--- src/rtl/cpu_memory_arbiter.sv ---
// Instruction-fill / CPU-data arbiter driving one single-ported 16-bit memory
// through a fixed two-stage pipeline. Optional starvation guard: CPU_MEMORY_ARBITER_STARVE_GUARD_EN.
module cpu_memory_arbiter #(
    parameter int ADDRESS_BITS = 15,
    parameter int STARVE_LIMIT = 4
) (
    input  logic                    CLK,
    input  logic                    RST,
    input  logic [ADDRESS_BITS-1:0] instr_address,
    input  logic                    instr_rd_req,
    output logic                    instr_success,
    output logic [ADDRESS_BITS-1:0] instr_requested_address,
    output logic [15:0]             instr_data,
    output logic                    will_queue,
    input  logic [ADDRESS_BITS-1:0] data_address,
    input  logic                    data_rd_req,
    input  logic                    data_wr_req,
    input  logic [15:0]             data_wr_val,
    input  logic [1:0]              data_wr_mask,
    output logic                    data_success,
    output logic [15:0]             data_rd_val,
    output logic [ADDRESS_BITS-1:0] mem_address,
    output logic                    mem_wr,
    output logic [15:0]             mem_wr_data,
    output logic [1:0]              mem_wr_mask,
    input  logic [15:0]             mem_rd_data
);

    logic                    data_req_s;
    logic                    forced_s;
    logic                    grant_i_s;
    logic                    grant_d_s;

    logic                    a_instr_r;
    logic                    a_drd_r;
    logic [ADDRESS_BITS-1:0] mem_address_r;
    logic                    mem_wr_r;
    logic [15:0]             mem_wr_data_r;
    logic [1:0]              mem_wr_mask_r;

    logic                    instr_success_r;
    logic [ADDRESS_BITS-1:0] instr_requested_address_r;
    logic                    data_success_r;
    logic                    b_drd_r;

`ifdef CPU_MEMORY_ARBITER_STARVE_GUARD_EN
    localparam logic [2:0] STARVE_LIMIT_C = 3'(STARVE_LIMIT);
    logic [2:0] starve_cnt_r;

    // Force an instruction grant once the denied streak has reached the limit.
    always_comb begin
        forced_s = instr_rd_req && (starve_cnt_r >= STARVE_LIMIT_C);
    end

    // Count consecutive denied instruction cycles, saturating at the counter maximum.
    always_ff @(posedge CLK) begin
        if (RST) begin
            starve_cnt_r <= 3'd0;
        end else if (grant_i_s) begin
            starve_cnt_r <= 3'd0;
        end else if (instr_rd_req && (starve_cnt_r != 3'd7)) begin
            starve_cnt_r <= starve_cnt_r + 3'd1;
        end else begin
            starve_cnt_r <= starve_cnt_r;
        end
    end
`else
    // Strict data priority: never force an instruction grant.
    always_comb begin
        forced_s = 1'b0;
    end
`endif

    // Grant selection: data wins unless the guard forces the instruction port.
    always_comb begin
        data_req_s = data_rd_req | data_wr_req;
        grant_i_s  = instr_rd_req & (~data_req_s | forced_s) & ~RST;
        grant_d_s  = data_req_s & ~grant_i_s & ~RST;
    end

    assign will_queue = grant_i_s;

    // Stage A: register the grant and drive the memory port; address holds when idle.
    always_ff @(posedge CLK) begin
        if (RST) begin
            a_instr_r     <= 1'b0;
            a_drd_r       <= 1'b0;
            mem_wr_r      <= 1'b0;
            mem_address_r <= {ADDRESS_BITS{1'b0}};
            mem_wr_data_r <= 16'h0000;
            mem_wr_mask_r <= 2'b00;
        end else begin
            a_instr_r <= grant_i_s;
            a_drd_r   <= grant_d_s & ~data_wr_req;
            mem_wr_r  <= grant_d_s & data_wr_req;
            if (grant_i_s) begin
                mem_address_r <= instr_address;
            end else if (grant_d_s) begin
                mem_address_r <= data_address;
            end
            if (grant_d_s && data_wr_req) begin
                mem_wr_data_r <= data_wr_val;
                mem_wr_mask_r <= data_wr_mask;
            end
        end
    end

    // Stage B: completion strobes and the echoed instruction address.
    always_ff @(posedge CLK) begin
        if (RST) begin
            instr_success_r           <= 1'b0;
            instr_requested_address_r <= {ADDRESS_BITS{1'b0}};
            data_success_r            <= 1'b0;
            b_drd_r                   <= 1'b0;
        end else begin
            instr_success_r <= a_instr_r;
            data_success_r  <= a_drd_r | mem_wr_r;
            b_drd_r         <= a_drd_r;
            if (a_instr_r) begin
                instr_requested_address_r <= mem_address_r;
            end
        end
    end

    // The memory's own output register supplies the read word in stage B, so it is
    // passed through, gated by the registered strobe so idle/reset outputs read as 0.
    always_comb begin
        if (instr_success_r) begin
            instr_data = mem_rd_data;
        end else begin
            instr_data = 16'h0000;
        end
        if (b_drd_r) begin
            data_rd_val = mem_rd_data;
        end else begin
            data_rd_val = 16'h0000;
        end
    end

    assign instr_success           = instr_success_r;
    assign instr_requested_address = instr_requested_address_r;
    assign data_success            = data_success_r;
    assign mem_address             = mem_address_r;
    assign mem_wr                  = mem_wr_r;
    assign mem_wr_data             = mem_wr_data_r;
    assign mem_wr_mask             = mem_wr_mask_r;

endmodule

--- config.mk ---
export PLATFORM = sky130hd
export DESIGN_NAME = cpu_memory_arbiter
export DESIGN_NICKNAME = d
export VERILOG_FILES = /design/src/rtl/cpu_memory_arbiter.sv
export SDC_FILE = /design/constraint.sdc
export NUM_CORES = 1
export LEC_CHECK = 0
export CAP_MARGIN = 15
export CORE_MARGIN = 4
export CORE_UTILIZATION = 36
export DETAILED_ROUTE_END_ITERATION = 7
export PLACE_DENSITY = 0.8
export RECOVER_POWER = 25
export SLEW_MARGIN = 15
export SYNTH_ARGS = -nofsm -noshare
export SYNTH_HDL_FRONTEND = slang
export SYNTH_SLANG_ARGS = --single-unit
export TNS_END_PERCENT = 10
--- constraint.sdc ---
create_clock -name CLK -period 1.55 [get_ports CLK]
set_clock_uncertainty 0.1 [all_clocks]
set_input_delay 0.31 -clock CLK [delete_from_list [all_inputs] [get_ports CLK]]
set_output_delay 0.31 -clock CLK [all_outputs]
set_load 0.05 [all_outputs]
==> summary.txt <==
Clock tree
  • Max clock buf depth: 2
  • Setup Fix Bufs, Post-CTS: 0
  • H-tree levels: 2
  • CTS hold repair buffers: 0
  • CTS sink cnt: between 50 and 60
  • CTS Root Cell: clkbuf_8
  • CTS tree: done
  • Worst-Skew Late Latency: 0.30 ns
  • Num CTS Buffers: 5
  • Worst-path clk slew: about 0.080 ns

Finish
  • Syn-to-layout area delta: 105%
  • Net count, final: approximately 440
  • Fillers: roughly 400
  • Ant diodes: 0
  • FF/Latch Area: roughly 1100 um^2
  • Ratio of cells with drive above 1 in the final layout: around a third
  • Multi-input gate area: 1190 um^2

Run status
  • Status: finished with violations
  • Failing checks: negative setup slack

Floorplan
  • Die height: about 90 um
  • DIE AREA: about 8000 um^2
  • Die Wd: 89.4 um
  • Io pins: roughly 150
  • Rows: 29
  • Core area: 6390 um^2
  • Initial Util: a little under two fifths

Placed design
  • I/O Buffers: between 150 and 200
  • GP Congestion: between 0.7 and 0.8
  • Pre-CTS WS: -0.241 ns
  • DP HPWL: 5910 um

Critical path
  • Worst Path Required: 1.14 ns
  • Critical path launch point type: input pin
  • Reg-to-reg startpoint: a_instr_r
  • Critical path arrival: 1.14 ns
  • CP Class: input pin to primary output
  • Critical Path Fanout Max: 2
  • CP endpoint kind: primary output
  • Setup slack, reg-to-reg: 0.43 ns
  • Worst setup startpoint: mem_rd_data[5]
  • Critical Path Sink: instr_data[5]
  • Worst reg2reg endpoint: instr_requested_address[7]
  • Worst reg-to-reg path cell count: 3

Route
  • Met3 WL: between 600 and 700 um
  • Vias: 2191
  • Met2 wire length: around 3700 um
  • Antenna-violating nets left: 0
  • Routed vias/inst: ~4.8
  • Met1 Wirelength: between 2000 and 3000 um
  • DR WL/cell: between 15 and 20 um
  • DR DRC count: 0
  • First drt pass iteration count: 4
  • Top Layer Used: met4
  • DRT iter0 DRCs: 64
  • Routed WL: approximately 7400 um

STA
  • Period utilization: 100%
  • Max Freq: about 0.64 GHz
  • Slew Limit Fails: 0
  • Final hold violations: 0
  • Hold WS: 0.365 ns
  • Slew Limit Headroom: around 30%
  • Setup TNS: -0.00222 ns
  • Final Critical Period: about 1.6 ns
  • Final worst slack: -0.00222 ns
  • RSZ-0062 raised after global routing: yes
  • Setup-failing EPs final: 1
  • Worst-margin pin slew: between 1 and 1.5 ns

Logic synthesis
  • Seq cells post-synth: between 50 and 60
  • Post-Syn Area: 2390 um^2
  • Sequential share of the synthesized area: 45.3%
  • Synth Instances: approximately 230
  • EDFF count, synth: 0
  • Synth top area cells: dfxtp_1 (45%), mux2i_1 (20%), and2_1 (8.4%), nor2_1 (5.5%), a211oi_2 (4.2%)
  • Ys flop type: dfxtp_1
  • Synth unique cells: 17
  • Post-synth top cells: dfxtp_1 (54), mux2i_1 (48), nor2_1 (35)
  • Yosys top cell by area: dfxtp_1
  • Mean Syn Cell Area: around 11 um^2
  • Post-synth top area share: 45.3%
  • Yosys warns: 0
  • Post-synth ARST share: 0%
  • Post-synthesis net count: ~290
  • Most common cell in the synthesized netlist: dfxtp_1

Global routing
  • Vias in the first global route: 2304
  • Largest net degree at the start of global routing: 55
  • Initial antenna violation count: 0
  • First-pass GRT wire length: ~11000 um
  • Gr usage total: a little under a fifth
  • Total grt overflow: 0

Pwr
  • Total Power: approximately 3.3 mW
  • Static Leak: a little over 2 nW
  • PwrDens: 679 nW/um^2
  • Worst IR drop on VDD: 0.510 mV

Job
  • Maxcap violations: 0

Worst hold path
  • Hold Path Class: register to register
logic make-up after synthesis:
| group | synth area share, % |
|---|---|
| DFF | 45.3 |
| AOI/OAI and AO/OA | 12.7 |
| buffers and inverters | 5.87 |
| muxes | 20.1 |
| and+or+nand+nor | 16.0 |
metal layers:
layer  vias to the layer above  global-route usage (%)
li1                       1063                       -
met1                      1025                    20.5
met2                        91                    30.9
met3                        12                    7.10
met4                         0                    5.82
met5                         -                       0
worst max-delay path, stage by stage:
cell and delay [ns]:
clkdlybuf4s50_1 0.50, and2_1 0.18, buf_12 0.15
flip-flops by register name (all words and copies together), names as in the netlist:
register / count
mem_wr_data: 16
mem_wr: 1
data_success: 1
a_instr_r: 1
b_drd_r: 1
a_drd_r: 1
mem_address: 15
mem_wr_mask: 2
instr_success: 1
instr_requested_address: 15
repair_timing:
item / in CTS / in global routing
resized for setup: 5 / 3
pin swaps: 1 / 0
endpoints found under the setup margin: 33 / 7
stage by stage:
stage                     std cells  utilization [%]  cell area, um^2
after global routing            453             76.4             4880
after floorplan                 225                -             2420
final                           453             76.4             4880
after detailed placement        445             75.1             4800
after CTS                       453             76.5             4890
after global placement          445             75.1             4800
worst min-delay path by stage:
| stage | slack, ns | from | endpoint | cells after the start |
|---|---|---|---|---|
| global route | 0.40 | a_drd_r | b_drd_r | 1 |
| detailed placement | 0.36 | a_drd_r | b_drd_r | 1 |
| finish | 0.37 | a_drd_r | b_drd_r | 1 |
| floorplan | 0.33 | a_drd_r | data_success | 2 |
| CTS | 0.37 | a_drd_r | b_drd_r | 1 |
| global placement | 0.34 | a_drd_r | data_success | 2 |
where the power goes:
group          internal, mW  total (mW)  switching, mW
clock                 0.320       0.767          0.447
combinational         0.543        1.01          0.469
sequential             1.45        1.54         0.0823
total                  2.32        3.31          0.998
cell usage in the layout, fill, tap and decap left out, drive strengths merged:
cell type and count:
a211oi 15, and2 32, buf 95, clkbuf 7, clkdlybuf4s50 64, clkinv 2, dfxtp 54, dlygate4sd2 2
mux2i 48, nor2 36, nor2b 3, nor3b 1, nor4b 2, o21ba 15
area by class of cell:
type | count | area share [%]
multi-input combinational | 152 | 24.3
timing repair buffer | 162 | 49.6
clock inverter | 2 | 0.282
clock buffer | 6 | 1.49
sequential | 54 | 22.3
tap | 77 | 1.97
Power figures use the tool's default switching activity.
==> edit 1, RTL diff (config.mk and constraints unchanged) <==
Put one more register stage on the output `instr_requested_address`, cleared by the reset. The value now appears one clock later. The other outputs are not delayed to match.
--- a/src/rtl/cpu_memory_arbiter.sv
+++ b/src/rtl/cpu_memory_arbiter.sv
@@ -138,7 +138,13 @@
     end
 
     assign instr_success           = instr_success_r;
-    assign instr_requested_address = instr_requested_address_r;
+    always_ff @(posedge CLK) begin
+        if (RST) begin
+            instr_requested_address <= '0;
+        end else begin
+            instr_requested_address <= instr_requested_address_r;
+        end
+    end
     assign data_success            = data_success_r;
     assign mem_address             = mem_address_r;
     assign mem_wr                  = mem_wr_r;
Function: changed (Yosys sat finds a counterexample within 4 cycles, from zero or initial values and one cycle with RST high).
==> edit 1 against the original RTL <==
The run still ends with setup timing left; cell area up 13%; via count up 11%; total power up 39%; wire length up 19%; worst hold slack worse by 3.8 ps; worst setup slack worse by 5.2 ps; area after synthesis up 17%; sequential cell count up 15; largest power group unchanged.
==> edit 1: results (changes against the original RTL) <==
failing checks setup timing (unchanged); vias 2,438 (was 2,191); Fillers 466 (was 398); clk_lat worst skew 340 ps (was 300 ps); Max IR drop VDD 0.557 mV (was 0.510 mV); fin cells 518 (was 453); first-pass GRT wire length 12,600 µm (was 11,200 µm); Final WS setup -7.46 ps (was -2.22 ps); P_seq 1.92 mW (was 1.54 mW); total CTS buffers 9 (was 5); CTS H-Tree Depth 3 (was 2); vias in the first global route 2,485 (was 2,304); ranking of synthesized cells by area dfxtp_1 (50%), mux2i_1 (17%), and2_1 (7.2%) (was dfxtp_1 (45%), mux2i_1 (20%), and2_1 (8.4%)); multiplexer share of the synthesized area 0.172 (was 0.201); syn nets 326 (was 294); initial antenna violation count 2 (was 0); Psw 1.27 mW (was 998 µW); Placement Setup Slack -234 ps (was -241 ps); combinational share of power 0.221 (was 0.305); GPL Wtd Cong 0.745 (was 0.762); post-synthesis compound-gate area fraction 0.109 (was 0.127); Final Setup Violations 4 (was 1); DP Cell Count 496 (was 445); final net count 481 (was 444); outcome finished, violations left (unchanged); sequential fraction of the synthesis area 0.496 (was 0.453)
==> edit 1: changes by cell type after synthesis, sizes merged <==
| cell | unedited run | this run |
|---|---|---|
| dfxtp | 54 | 69 |
| nor2b | 3 | 18 |
| clkbuf | 3 | 8 |
| buf | 16 | 13 |
==> edit 1: kinds of logic (layout without fill, tap and decap cells) <==
logic type / after synthesis / in the layout
buffers and inverters: 21 / 181
multiplexers: 48 / 48
other: 0 / 2
flip-flops: 69 / 69
AND/OR/NAND/NOR: 89 / 89
AO/OA/AOI/OAI: 30 / 30
==> edit 1: tightest hold or removal path: stages (launching register included) <==
cell,delay [ps]
dfxtp_1,320
nor2_1,40
nor2_1,70
==> edit 1: layer usage <==
layer | share of wire | GRT usage | vias up
li1 | - | - | 1175
met1 | 0.35 | 0.176 | 1135
met2 | 0.53 | 0.343 | 116
met3 | 0.11 | 0.0813 | 12
met4 | 0.016 | 0.0675 | 0
met5 | 0 | 0 | -
==> edit 1: worst paths after layout <==
kind	start	endpoint	slack (ps)	cells past startpoint
worst max-delay path	mem_rd_data[6]	data_rd_val[6]	-7	3
worst min-delay path	a_drd_r$_SDFF_PP0_	data_success$_SDFF_PP0_	360	2
worst max register to register	a_instr_r$_SDFF_PP0_	instr_requested_address_r[6]$_SDFFE_PP0P_	410	3
worst min register to register	a_drd_r$_SDFF_PP0_	data_success$_SDFF_PP0_	360	2
==> edit 1: repair_timing <==
action	4_1_cts	5_1_grt
pin swaps	1	4
resized for setup	7	24
setup buffers	0	4
endpoints found under the setup margin	33	30
==> edit 1: cell type report <==
class                           instances  area share
Antenna cell                            2    0.000905
Clock buffer                           10      0.0249
Clock inverter                          6      0.0170
Multi-Input combinational cell        167       0.240
Sequential cell                        69       0.251
Tap cell                               99      0.0224
Timing Repair Buffer                  165       0.444
==> edit 2, RTL diff (same settings) <==
Made on the original files. Build with the macro `CPU_MEMORY_ARBITER_STARVE_GUARD_EN` defined.
--- a/src/rtl/cpu_memory_arbiter.sv
+++ b/src/rtl/cpu_memory_arbiter.sv
@@ -1,5 +1,7 @@
 // Instruction-fill / CPU-data arbiter driving one single-ported 16-bit memory
 // through a fixed two-stage pipeline. Optional starvation guard: CPU_MEMORY_ARBITER_STARVE_GUARD_EN.
+`define CPU_MEMORY_ARBITER_STARVE_GUARD_EN
+
 module cpu_memory_arbiter #(
     parameter int ADDRESS_BITS = 15,
     parameter int STARVE_LIMIT = 4
Function: changed (a bounded check fails within 10 cycles, from zero or initial values and one cycle with RST high).
==> edit 2 against the original RTL <==
The flow still finishes with violations (setup timing); combinational power rose by 7%; total power rose by 23%; area after synthesis rose by 2.7%; sequential share of layout area fell by 0.30 points; sequential cell count rose by 3; critical endpoint is now will_queue; cell area rose by 7.1%; wire length rose by 14%; worst setup slack got worse by 130 ps; via count rose by 5.7%; largest power group unchanged; critical path depth rose by 1.
==> edit 2: results (changes against the original RTL) <==
outcome finished, violations left (unchanged); failing checks setup timing (unchanged); DR WL/cell 17.8 µm (was 16.3 µm); initial antenna violation count 1 (was 0); routed length on met2 4630 µm (was 3700 µm); Final WS setup -131 ps (was -2.22 ps); crit path max-delay cell type dfxtp_2 (was clkdlybuf4s50_1); sequential share of cell area 0.220 (was 0.223); Clock Pin Slew Worst Setup and Hold Paths 60 ps (was 80 ps); WL met3 461 µm (was 632 µm); syn nets 295 (was 294); Slew HR 0.649 (was 0.292); Largest stage delay, worst path 320 ps (was 500 ps); buffers outside the clock class 166 (was 162); CTS H-Tree Depth 3 (was 2); post-route setup TNS -132 ps (was -2.22 ps); Global Route met1 Usage 0.189 (was 0.205); first-pass GRT wire length 12,700 µm (was 11,200 µm); Clock buf/inv share 0.0374 (was 0.0177); pin count of the biggest net entering global routing 25 (was 55); Final Setup Violations 2 (was 1); Placement Setup Slack -525 ps (was -241 ps); Netlist cell types 32 (was 17); top cells by instance count after synthesis dfxtp_1 (57), and2_1 (47), nor2b_1 (20) (was dfxtp_1 (54), mux2i_1 (48), nor2_1 (35)); clock buf count 10 (was 6); FF-to-FF setup slack 10 ps (was 430 ps); Non-clk invs 2 (was 0); hold slack 187 ps (was 365 ps)
-- edit 2: changes by cell type in the layout (fill, tap and decap cells not counted), sizes merged, moves of 4 or more --
cell,before,now
a221o,0,15
clkbuf,7,11
o21ba,15,1
a211oi,15,0
mux2i,48,15
nor2b,3,20
and2,32,47
mux2,0,18
nor2,36,17
-- edit 2: worst paths after layout --
path / end / cells after the start / startpoint
worst max-delay path: will_queue / 4 / starve_cnt_r[2]$_SDFFE_PP0P_
worst min-delay path: starve_cnt_r[2]$_SDFFE_PP0P_ / 2 / RST
worst max register to register: mem_wr_data[4]$_SDFFE_PP0P_ / 4 / starve_cnt_r[2]$_SDFFE_PP0P_
worst min register to register: b_drd_r$_SDFF_PP0_ / 1 / a_drd_r$_SDFF_PP0_
-- edit 2: report_power, final --
group | switching (mW) | internal, mW
clock | 0.586 | 0.773
combinational | 0.490 | 0.595
sequential | 0.0920 | 1.54
total | 1.17 | 2.91
